--- src/rtl/mux_4to1_case_if.sv ---
// Bus bundle for mux_4to1_case: data inputs, select/enable, and all mux outputs.
// Optional parity output par_q exists only when MUX_4TO1_CASE_PARITY_EN is defined.
interface mux_4to1_case_if #(
    parameter int WIDTH = 4
);
    logic [WIDTH-1:0] a;
    logic [WIDTH-1:0] b;
    logic [WIDTH-1:0] c;
    logic [WIDTH-1:0] d;
    logic [1:0]       sel;
    logic             en;
    logic [WIDTH-1:0] out;
    logic [WIDTH-1:0] out_q;
    logic [1:0]       sel_q;
    logic             sel_chg;
`ifdef MUX_4TO1_CASE_PARITY_EN
    logic             par_q;
`endif

    modport master (
        output a, b, c, d, sel, en,
        input  out, out_q, sel_q, sel_chg
`ifdef MUX_4TO1_CASE_PARITY_EN
        , input par_q
`endif
    );

    modport slave (
        input  a, b, c, d, sel, en,
        output out, out_q, sel_q, sel_chg
`ifdef MUX_4TO1_CASE_PARITY_EN
        , output par_q
`endif
    );
endinterface

--- src/rtl/mux_4to1_case.sv ---
// Four-input WIDTH-bit case-decoded selector with combinational and registered outputs.
// Define MUX_4TO1_CASE_PARITY_EN to add the registered even-parity output par_q.
module mux_4to1_case #(
    parameter int WIDTH = 4
) (
    input  logic               clk,
    input  logic               rst,
    mux_4to1_case_if.slave     bus
);
    logic [WIDTH-1:0] out_d;
    logic [WIDTH-1:0] out_r_d;
    logic [WIDTH-1:0] out_r_q;
    logic [1:0]       sel_r_d;
    logic [1:0]       sel_r_q;
    logic             chg_d;
    logic             chg_q;

    // Unknown select bits land in default so out is forced to zero rather than X.
    always_comb begin
        out_d = '0;
        case (bus.sel)
            2'd0:    out_d = bus.a;
            2'd1:    out_d = bus.b;
            2'd2:    out_d = bus.c;
            2'd3:    out_d = bus.d;
            default: out_d = '0;
        endcase
    end

    always_comb begin
        out_r_d = out_r_q;
        sel_r_d = sel_r_q;
        chg_d   = 1'b0;
        if (bus.en) begin
            out_r_d = out_d;
            sel_r_d = bus.sel;
            chg_d   = (bus.sel != sel_r_q);
        end
    end

    always_ff @(posedge clk) begin
        if (rst) begin
            out_r_q <= '0;
            sel_r_q <= 2'd0;
            chg_q   <= 1'b0;
        end else begin
            out_r_q <= out_r_d;
            sel_r_q <= sel_r_d;
            chg_q   <= chg_d;
        end
    end

    assign bus.out     = out_d;
    assign bus.out_q   = out_r_q;
    assign bus.sel_q   = sel_r_q;
    assign bus.sel_chg = chg_q;

`ifdef MUX_4TO1_CASE_PARITY_EN
    logic par_d;
    logic par_q;

    always_comb begin
        par_d = par_q;
        if (bus.en) begin
            par_d = ^out_d;
        end
    end

    always_ff @(posedge clk) begin
        if (rst) begin
            par_q <= 1'b0;
        end else begin
            par_q <= par_d;
        end
    end

    assign bus.par_q = par_q;
`endif
endmodule

--- src/flat_wrapper.sv ---
// flat-port wrapper written by rule: the top's interface ports become plain ports
module mux_4to1_case_flat 
#(
    parameter int WIDTH = 4
)
  (clk, rst, bus_a, bus_b, bus_c, bus_d, bus_sel, bus_en, bus_out, bus_out_q, bus_sel_q, bus_sel_chg);
  mux_4to1_case_if #(.WIDTH(WIDTH)) bus_i ();
  input  logic clk;
  input  logic rst;
  input wire logic [$bits(bus_i.a)-1:0] bus_a;
  input wire logic [$bits(bus_i.b)-1:0] bus_b;
  input wire logic [$bits(bus_i.c)-1:0] bus_c;
  input wire logic [$bits(bus_i.d)-1:0] bus_d;
  input wire logic [$bits(bus_i.sel)-1:0] bus_sel;
  input wire logic [$bits(bus_i.en)-1:0] bus_en;
  output wire logic [$bits(bus_i.out)-1:0] bus_out;
  output wire logic [$bits(bus_i.out_q)-1:0] bus_out_q;
  output wire logic [$bits(bus_i.sel_q)-1:0] bus_sel_q;
  output wire logic [$bits(bus_i.sel_chg)-1:0] bus_sel_chg;
  assign bus_i.a = bus_a;
  assign bus_i.b = bus_b;
  assign bus_i.c = bus_c;
  assign bus_i.d = bus_d;
  assign bus_i.sel = bus_sel;
  assign bus_i.en = bus_en;
  assign bus_out = bus_i.out;
  assign bus_out_q = bus_i.out_q;
  assign bus_sel_q = bus_i.sel_q;
  assign bus_sel_chg = bus_i.sel_chg;
  mux_4to1_case #(.WIDTH(WIDTH)) u_core (.clk(clk), .rst(rst), .bus(bus_i));
endmodule
--- config.mk ---
export PLATFORM = sky130hd
export DESIGN_NAME = mux_4to1_case_flat
export DESIGN_NICKNAME = d
export VERILOG_FILES = /design/src/rtl/mux_4to1_case_if.sv /design/src/rtl/mux_4to1_case.sv /design/src/flat_wrapper.sv
export SDC_FILE = /design/constraint.sdc
export NUM_CORES = 1
export LEC_CHECK = 0
export ABC_AREA = 1
export BUFFER_PORTS_ARGS = -buffer_cell sky130_fd_sc_hd__buf_2
export CAP_MARGIN = 40
export CORE_AREA = 2 2 39 41
export DETAILED_ROUTE_END_ITERATION = 10
export DIE_AREA = 0 0 41 43
export GPL_ROUTABILITY_DRIVEN = 0
export PLACE_DENSITY = 0.69
export SLEW_MARGIN = 20
export SYNTH_ARGS = -nofsm -noshare
export SYNTH_HDL_FRONTEND = slang
export SYNTH_SLANG_ARGS = --single-unit
--- constraint.sdc ---
create_clock -name clk -period 1.5 [get_ports clk]
set_input_delay 0.225 -clock clk [delete_from_list [all_inputs] [get_ports clk]]
set_output_delay 0.225 -clock clk [all_outputs]
set_load 0.01 [all_outputs]
==> metrics.txt, run 1 <==
Rel. slew slack=85.3%; share of cells above drive strength 1=slightly below 40%; Syn-to-layout area delta=37.3%; synth top area cells=dfxtp_1 30%, nand2_1 14%, nand3_1 13%, nor2_1 9.7%, inv_1 8.1%; Antenna Cells=0; post-synth top area share=a little under a third; Post-Place Cells=between 100 and 150; Cell Rows=14; post-synthesis mux area share=0%; Synth warnings=0; XOR/XNOR Fraction of Synth Area=3.78%; Sequential Power Share=about two fifths; Power Internal=361 uW; pin count of the biggest net entering global routing=14; post-route setup slack=0.290 ns; Tot GR Track Use=15.2%; crit path cell chain=buf_2, inv_1, nand2_2, nor2_1, nor2_2, nand2_1, buf_2; Core Region=1380 sq um; unrepaired setup endpoints after global routing=false; Synth Instances=between 70 and 80; critical path launch point type=primary input; fin util=45.9%; Max stage delay on crit path=about 0.2 ns; Die Width=~40 um; IO Pins=32; hold wc startpoint=rst; root buffer selected by CTS=clkbuf_4; HPWL after DPL=882 um; Clk Latency, worst-skew pair=0.26 ns; area leader, netlist=dfxtp_1; post-place setup slack=0.290 ns; post-synthesis register bit count=7; TNS Setup=0 ns; cell area after synthesis=between 400 and 500 sq um; highest-count cells in the layout ignoring fill and taps=31 x buf_2, 17 x nand2_1, 12 x nor2_1, 12 x nand3_1, 10 x inv_1; simple-gate portion of the synthesized area=approximately 45%; fin nets=129; WHS Path Cells=4; Logic pwr share=a little over a quarter; number of port buffers=31; Worst Hold Class=primary input to flop; final setup fails=0; Slew @ Worst Pin=0.220 ns; total grt overflow=0; Sw Pwr=169 uW; maximum VDD drop=0.000387 V; syn avg cell area=roughly 6.2 sq um; flop2flop setup slack=0.83 ns; RR Endpoint=u_core.bus.sel_q[1]; drt total wl=1.10 mm; register area share after synthesis=a little under a third; Via Count=551; largest family of logic cells by synthesized area=simple AND/OR/NAND/NOR gates; CTS HTree Levels=1; number of global-route vias before repair=461; post-CTS repair timing setup buffer count=0; Final Cycle Share=approximately 81%; Initial Utilization=33.5%; Worst Clk Skew=0.000409 ns; post-route ant nets=0; WL per Instance=around 9 um; first-pass GRT wire length=1.73 mm; crit path kind=primary input to primary output; chip height=43 um; status=completed; post-CTS sizing=0; Die ar.=1760 sq um; pwr/cell area=between 800 and 900 nW/um^2; drt first pass iters=4; library cells used by synthesis=13; TritonCTS Sinks=7; Synth Area in Compound Gates=roughly 5.4%; Hold Crit Endpoint=u_core.bus.out_q[1]; switch share=31.9%; CTS clock-pin slew for the worst setup and hold paths=0.06 ns; drt drc=0; CP Capture Type=primary output; LEAKAGE=0.000397 uW; CTS tree=built; post-DR vias/cell=approximately 4.5; slowest cell on the critical path=buf_2; initial antenna violation count=0; most common cell after layout, fill and taps aside=buf_2; worst reg2reg path depth=2; Final Non-Filler Cells=123; FF-to-FF Start=u_core.bus.sel_q[1]; TritonCTS buffer count=3; Synth Area in Adders=0%; Post-Syn Nets=96; most used cell, CP=buf_2; MaxCap Viol Count=0; clock share of power=34.3%; fmax=between 800 and 900 MHz; Final Hold Viols=0; initial DRC count=7; CTS Buffer Depth=2; CP arrival=0.98 ns; Worst Path Max Fanout=11; Slew Viols, Final=0; Req. time, crit path=1.27 ns; number of hold buffers added after CTS=0; fin crit period=1.21 ns
==> worst max path at each step <==
stage,endpoint,depth (start not counted),start,slack [ns]
floorplan,bus_out[0],4,bus_sel[0],0.61
global placement,bus_out[0],7,bus_sel[1],0.32
detailed placement,bus_out[1],7,bus_sel[1],0.29
CTS,bus_out[0],7,bus_sel[1],0.29
global route,bus_out[1],7,bus_sel[1],0.19
finish,bus_out[2],7,bus_sel[1],0.29
==> power by group through the flow <==
stage / Clock, uW / Sequential, uW / Combinational [uW]
after floorplan: 0 / 218 / 81.4
after global placement: 0 / 211 / 141
after detailed placement: 0 / 211 / 143
after CTS: 189 / 207 / 143
after global routing: 199 / 209 / 161
final: 182 / 207 / 141
==> cells in the mapped netlist, drive strengths merged <==
library cell   n
a21oi          3
buf            3
dfxtp          7
inv           11
nand2         18
nand3         12
nor2          17
o21ai          2
xnor2          2
==> registers in the layout (all words and copies together) (netlist names) <==
signal              cells
u_core.bus.out_q        4
u_core.bus.sel_chg      1
u_core.bus.sel_q        2
==> worst max-delay path, delay by kind of cell <==
kind / cells / cell delay [ns]
AND/OR/NAND/NOR: 4 / 0.33
buffers and inverters: 3 / 0.42
==> layer usage <==
layer / track usage, % / routed length (um) / vias up / part of all wire, %
met3: 4.71 / 63 / 4 / 5.7
met4: 12.0 / 44 / 0 / 4.0
met2: 21.6 / 504 / 18 / 46
met1: 17.7 / 490 / 235 / 44
met5: 0 / 0 / - / 0
li1: - / - / 294 / -
==> kinds of logic after synthesis <==
family / Yosys count
AND/OR/NAND/NOR: 47
buffers and inverters: 14
flip-flops: 7
AO/OA/AOI/OAI: 5
XOR/XNOR: 2
==> final cells by class <==
cell class	instances	area [sq um]
flip-flops and latches	7	140
inverters	11	43.8
fillers	161	748
clock inverters	1	5.00
repair buffers	31	155
well taps	16	20.0
clock buffers	3	22.5
multi-input cells	54	249
==> per-stage QoR <==
stage | power, uW | area (sq um) | hold slack [ns]
after floorplan | 299 | 463 | 0.373
after global placement | 352 | 608 | 0.536
after detailed placement | 354 | 608 | 0.541
after CTS | 540 | 636 | 0.259
after global routing | 569 | 636 | 0.298
final | 531 | 636 | 0.270
Note: power is estimated with default switching activity, not from simulation.
==> run 2, diff against run 1 <==
--- a/config.mk
+++ b/config.mk
@@ -5,14 +5,13 @@
 export SDC_FILE = /design/constraint.sdc
 export NUM_CORES = 1
 export LEC_CHECK = 0
-export ABC_AREA = 1
+export ABC_AREA = 0
 export BUFFER_PORTS_ARGS = -buffer_cell sky130_fd_sc_hd__buf_2
 export CAP_MARGIN = 40
-export CORE_AREA = 2 2 39 41
+export CORE_UTILIZATION = 33
 export DETAILED_ROUTE_END_ITERATION = 10
-export DIE_AREA = 0 0 41 43
 export GPL_ROUTABILITY_DRIVEN = 0
-export PLACE_DENSITY = 0.69
+export PLACE_DENSITY = 0.71
 export SLEW_MARGIN = 20
 export SYNTH_ARGS = -nofsm -noshare
 export SYNTH_HDL_FRONTEND = slang
==> constraint.sdc (replaced) <==
create_clock -name clk -period 1.1 [get_ports clk]
set_input_delay 0.165 -clock clk [delete_from_list [all_inputs] [get_ports clk]]
set_output_delay 0.165 -clock clk [all_outputs]
set_load 0.01 [all_outputs]
==> run 2 against run 1 <==
Clock power up 31%; global-route usage up 2.4 points; synthesized cell count down 47%; sequential power up 36%; setup slack worse by 0.20 ns; first-iteration DRC count unchanged; sequential cell count unchanged; critical endpoint is now bus_out[1].
==> metrics.txt, run 2 <==
post-CTS repair timing setup buffer count=0 (unchanged); fin util=54.4% (+8.5 points); pin count of the biggest net entering global routing=10 (-4); Die ar.=1450 sq um (-18%); Worst Hold Class=primary input to flop; maximum VDD drop=0.000679 V (+75%); Logic pwr share=26.6% (about the same); initial antenna violation count=0 (unchanged); final setup fails=0 (unchanged); share of cells above drive strength 1=56.0% (+17 points); synth top area cells=dfxtp_1 33%, mux2i_1 33%, o221ai_1 8.2%, or3b_2 8.2%, xnor2_1 4.1%; IO Pins=32 (unchanged); drt total wl=1.09 mm (-1.6%); Sequential Power Share=39.7% (+0.6 points); met2 global-route usage=28.0% (+6.4 points); most used routing layer=met2; Clk Latency, worst-skew pair=0.25 ns (about the same); CTS clock-pin slew for the worst setup and hold paths=0.05 ns (about the same); Via Count=429 (-22%); CTS tree=built; library cells used by synthesis=13 (unchanged); critical path launch point type=primary input; critical path launch point=bus_sel[1]; crit path kind=primary input to primary output; Final Hold Viols=0 (unchanged); fin nets=97 (-25%); Rel. slew slack=87.2% (+1.8 points); highest-count cells in the layout ignoring fill and taps=30 x buf_2, 14 x mux2i_1, 7 x dfxtp_1; CP Capture Type=primary output; chip height=38.1 um (-11%); Post-synth EDFFs=0 (unchanged); flop2flop setup slack=0.16 ns (-0.67 ns); Sw Pwr=195 uW (+15%); pwr/cell area=1120 nW/um^2 (+35%); Seq. cell area=140 sq um (unchanged); Tot GR Track Use=17.6% (+2.4 points); number of port buffers=31 (unchanged); ys async rst share=0% (unchanged); Die Width=38.1 um (-7.2%); fin crit period=1.01 ns; number of hold buffers added after CTS=0 (unchanged); Req. time, crit path=0.94 ns (-0.33 ns); cell area after placement=601 sq um (-1.2%); post-CTS sizing=1 (+1); GR met3 Demand/Resource=6.98% (+2.3 points); MaxCap Viol Count=0 (unchanged); post-synthesis register bit count=7 (unchanged); drt first pass iters=4 (unchanged); Worst Hold Slack=0.183 ns (-0.0874 ns); post-synth top area share=32.7% (+2.4 points); drt drc=0 (unchanged); CP arrival=0.84 ns (-0.14 ns); TritonCTS buffer count=3 (unchanged); Core Region=1160 sq um (-16%); WL per Instance=12.2 um (+36%); switch share=27.6% (-4.3 points); syn avg cell area=10.7 sq um (+74%); first-pass GRT wire length=1.66 mm (-3.7%); met1 usage=19.4% (+1.7 points); Post-synth top cells=14 x mux2i_1, 7 x dfxtp_1, 4 x o221ai_1, 4 x or3b_2; clock share of power=33.6% (-0.7 points); Slew Viols, Final=0 (unchanged); root buffer selected by CTS=clkbuf_4; Initial Utilization=37.1% (+3.7 points); area leader, netlist=dfxtp_1; Syn-to-layout area delta=46.6%; Synth Flop Type=dfxtp_1; status=completed; post-DR vias/cell=4.82 (+7.6%); post-route ant nets=0 (unchanged); Cell Rows=12 (-2); Antenna Cells=0 (unchanged); most common cell after layout, fill and taps aside=buf_2; FF-to-FF Start=u_core.bus.out_q[1]; max reg flops=4 (unchanged); Worst Clk Skew=0.0000827 ns (-0.000326 ns); Final Non-Filler Cells=89 (-28%); initial DRC count=7 (unchanged); Post-Syn Nets=61 (-36%); total grt overflow=0 (unchanged); CTS HTree Levels=1 (unchanged); LEAKAGE=0.000333 uW (-16%); RR Endpoint=u_core.bus.out_q[1]; TritonCTS Sinks=7 (unchanged); register area share after synthesis=32.7% (+2.4 points); worst reg2reg path depth=2 (unchanged); HPWL after DPL=823 um (-6.6%); Post-Place Cells=85 (-29%); most common cell in the netlist=mux2i_1; Synth warnings=0 (unchanged); filler cell count=113 (-30%); number of global-route vias before repair=393 (-15%); fmax=994 MHz; crit path to=bus_out[1]; unrepaired setup endpoints after global routing=false; Power Internal=512 uW (+42%); Slew @ Worst Pin=0.187 ns (-0.0331 ns); cell area after synthesis=429 sq um (-7.3%); CTS Buffer Depth=2 (unchanged); final instance area=629 sq um (-0.98%); Final Cycle Share=91.5%; multi-input logic area=265 sq um (+6.5%); Worst Path Max Fanout=9 (-2); Design Power=708 uW (+33%); Synth Instances=40 (-47%)
## run 2: changes by cell type after synthesis, sizes merged
cell	delta
nor2	-15
or3b	+5
o21ai	-2
o221ai	+4
a21oi	-2
nand2b	+1
nand2	-18
nand3	-12
inv	-11
mux2i	+14
nand3b	+1
## run 2: power groups by stage
stage / Combinational, uW / Clock, uW / Sequential, uW
finish: 189 / 238 / 281
floorplan: 96.6 / 0 / 295
global placement: 184 / 0 / 286
CTS: 190 / 247 / 281
global route: 206 / 256 / 283
detailed placement: 188 / 0 / 286
## run 2: how the worst min path moves through the flow
stage	startpoint	end	slack, ns	cells past startpoint
3_3_place_gp	rst	u_core.bus.sel_q[0]	0.44	2
3_5_place_dp	rst	u_core.bus.sel_q[1]	0.44	2
4_1_cts	rst	u_core.bus.sel_q[1]	0.17	2
2_1_floorplan	rst	u_core.bus.sel_q[0]	0.24	1
6_report	rst	u_core.bus.sel_q[0]	0.18	2
5_1_grt	rst	u_core.bus.sel_q[1]	0.18	2
## run 2: per-stage QoR
stage / setup WS (ns) / TNS [ns]
after floorplan: 0.165 / 0
after global placement: 0.0430 / 0
after detailed placement: -0.00128 / -0.00128
after CTS: 0.0819 / 0
after global routing: 0.00889 / 0
final: 0.0939 / 0
## run 2: layout make-up
type / count / area share [%]
Clock buffer: 4 / 4.17
Timing Repair Buffer: 34 / 28.6
Sequential cell: 7 / 22.3
Tap cell: 14 / 2.78
Multi-Input combinational cell: 30 / 42.1
## run 2: per-layer routing
layer  up-vias  part of all wire (%)  wire [um]
li1        219                     -          -
met1       188                    42        461
met2        22                    48        520
met3         0                   9.5        103
met4         0                     0          0
met5         -                     0          0
## run 2: worst max-delay path, stage by stage
cell     delay [ns]
buf_4          0.17
mux2i_1        0.25
mux2i_1        0.10
buf_2          0.15
## run 2: cell families after synthesis
kind of cell    after synthesis  synth area share, %
flops                         7                 32.7
buf+inv                       3                 5.54
xor+xnor                      2                 4.08
simple gates                  9                 15.7
mux                          14                 32.7
compound gates                5                 9.33
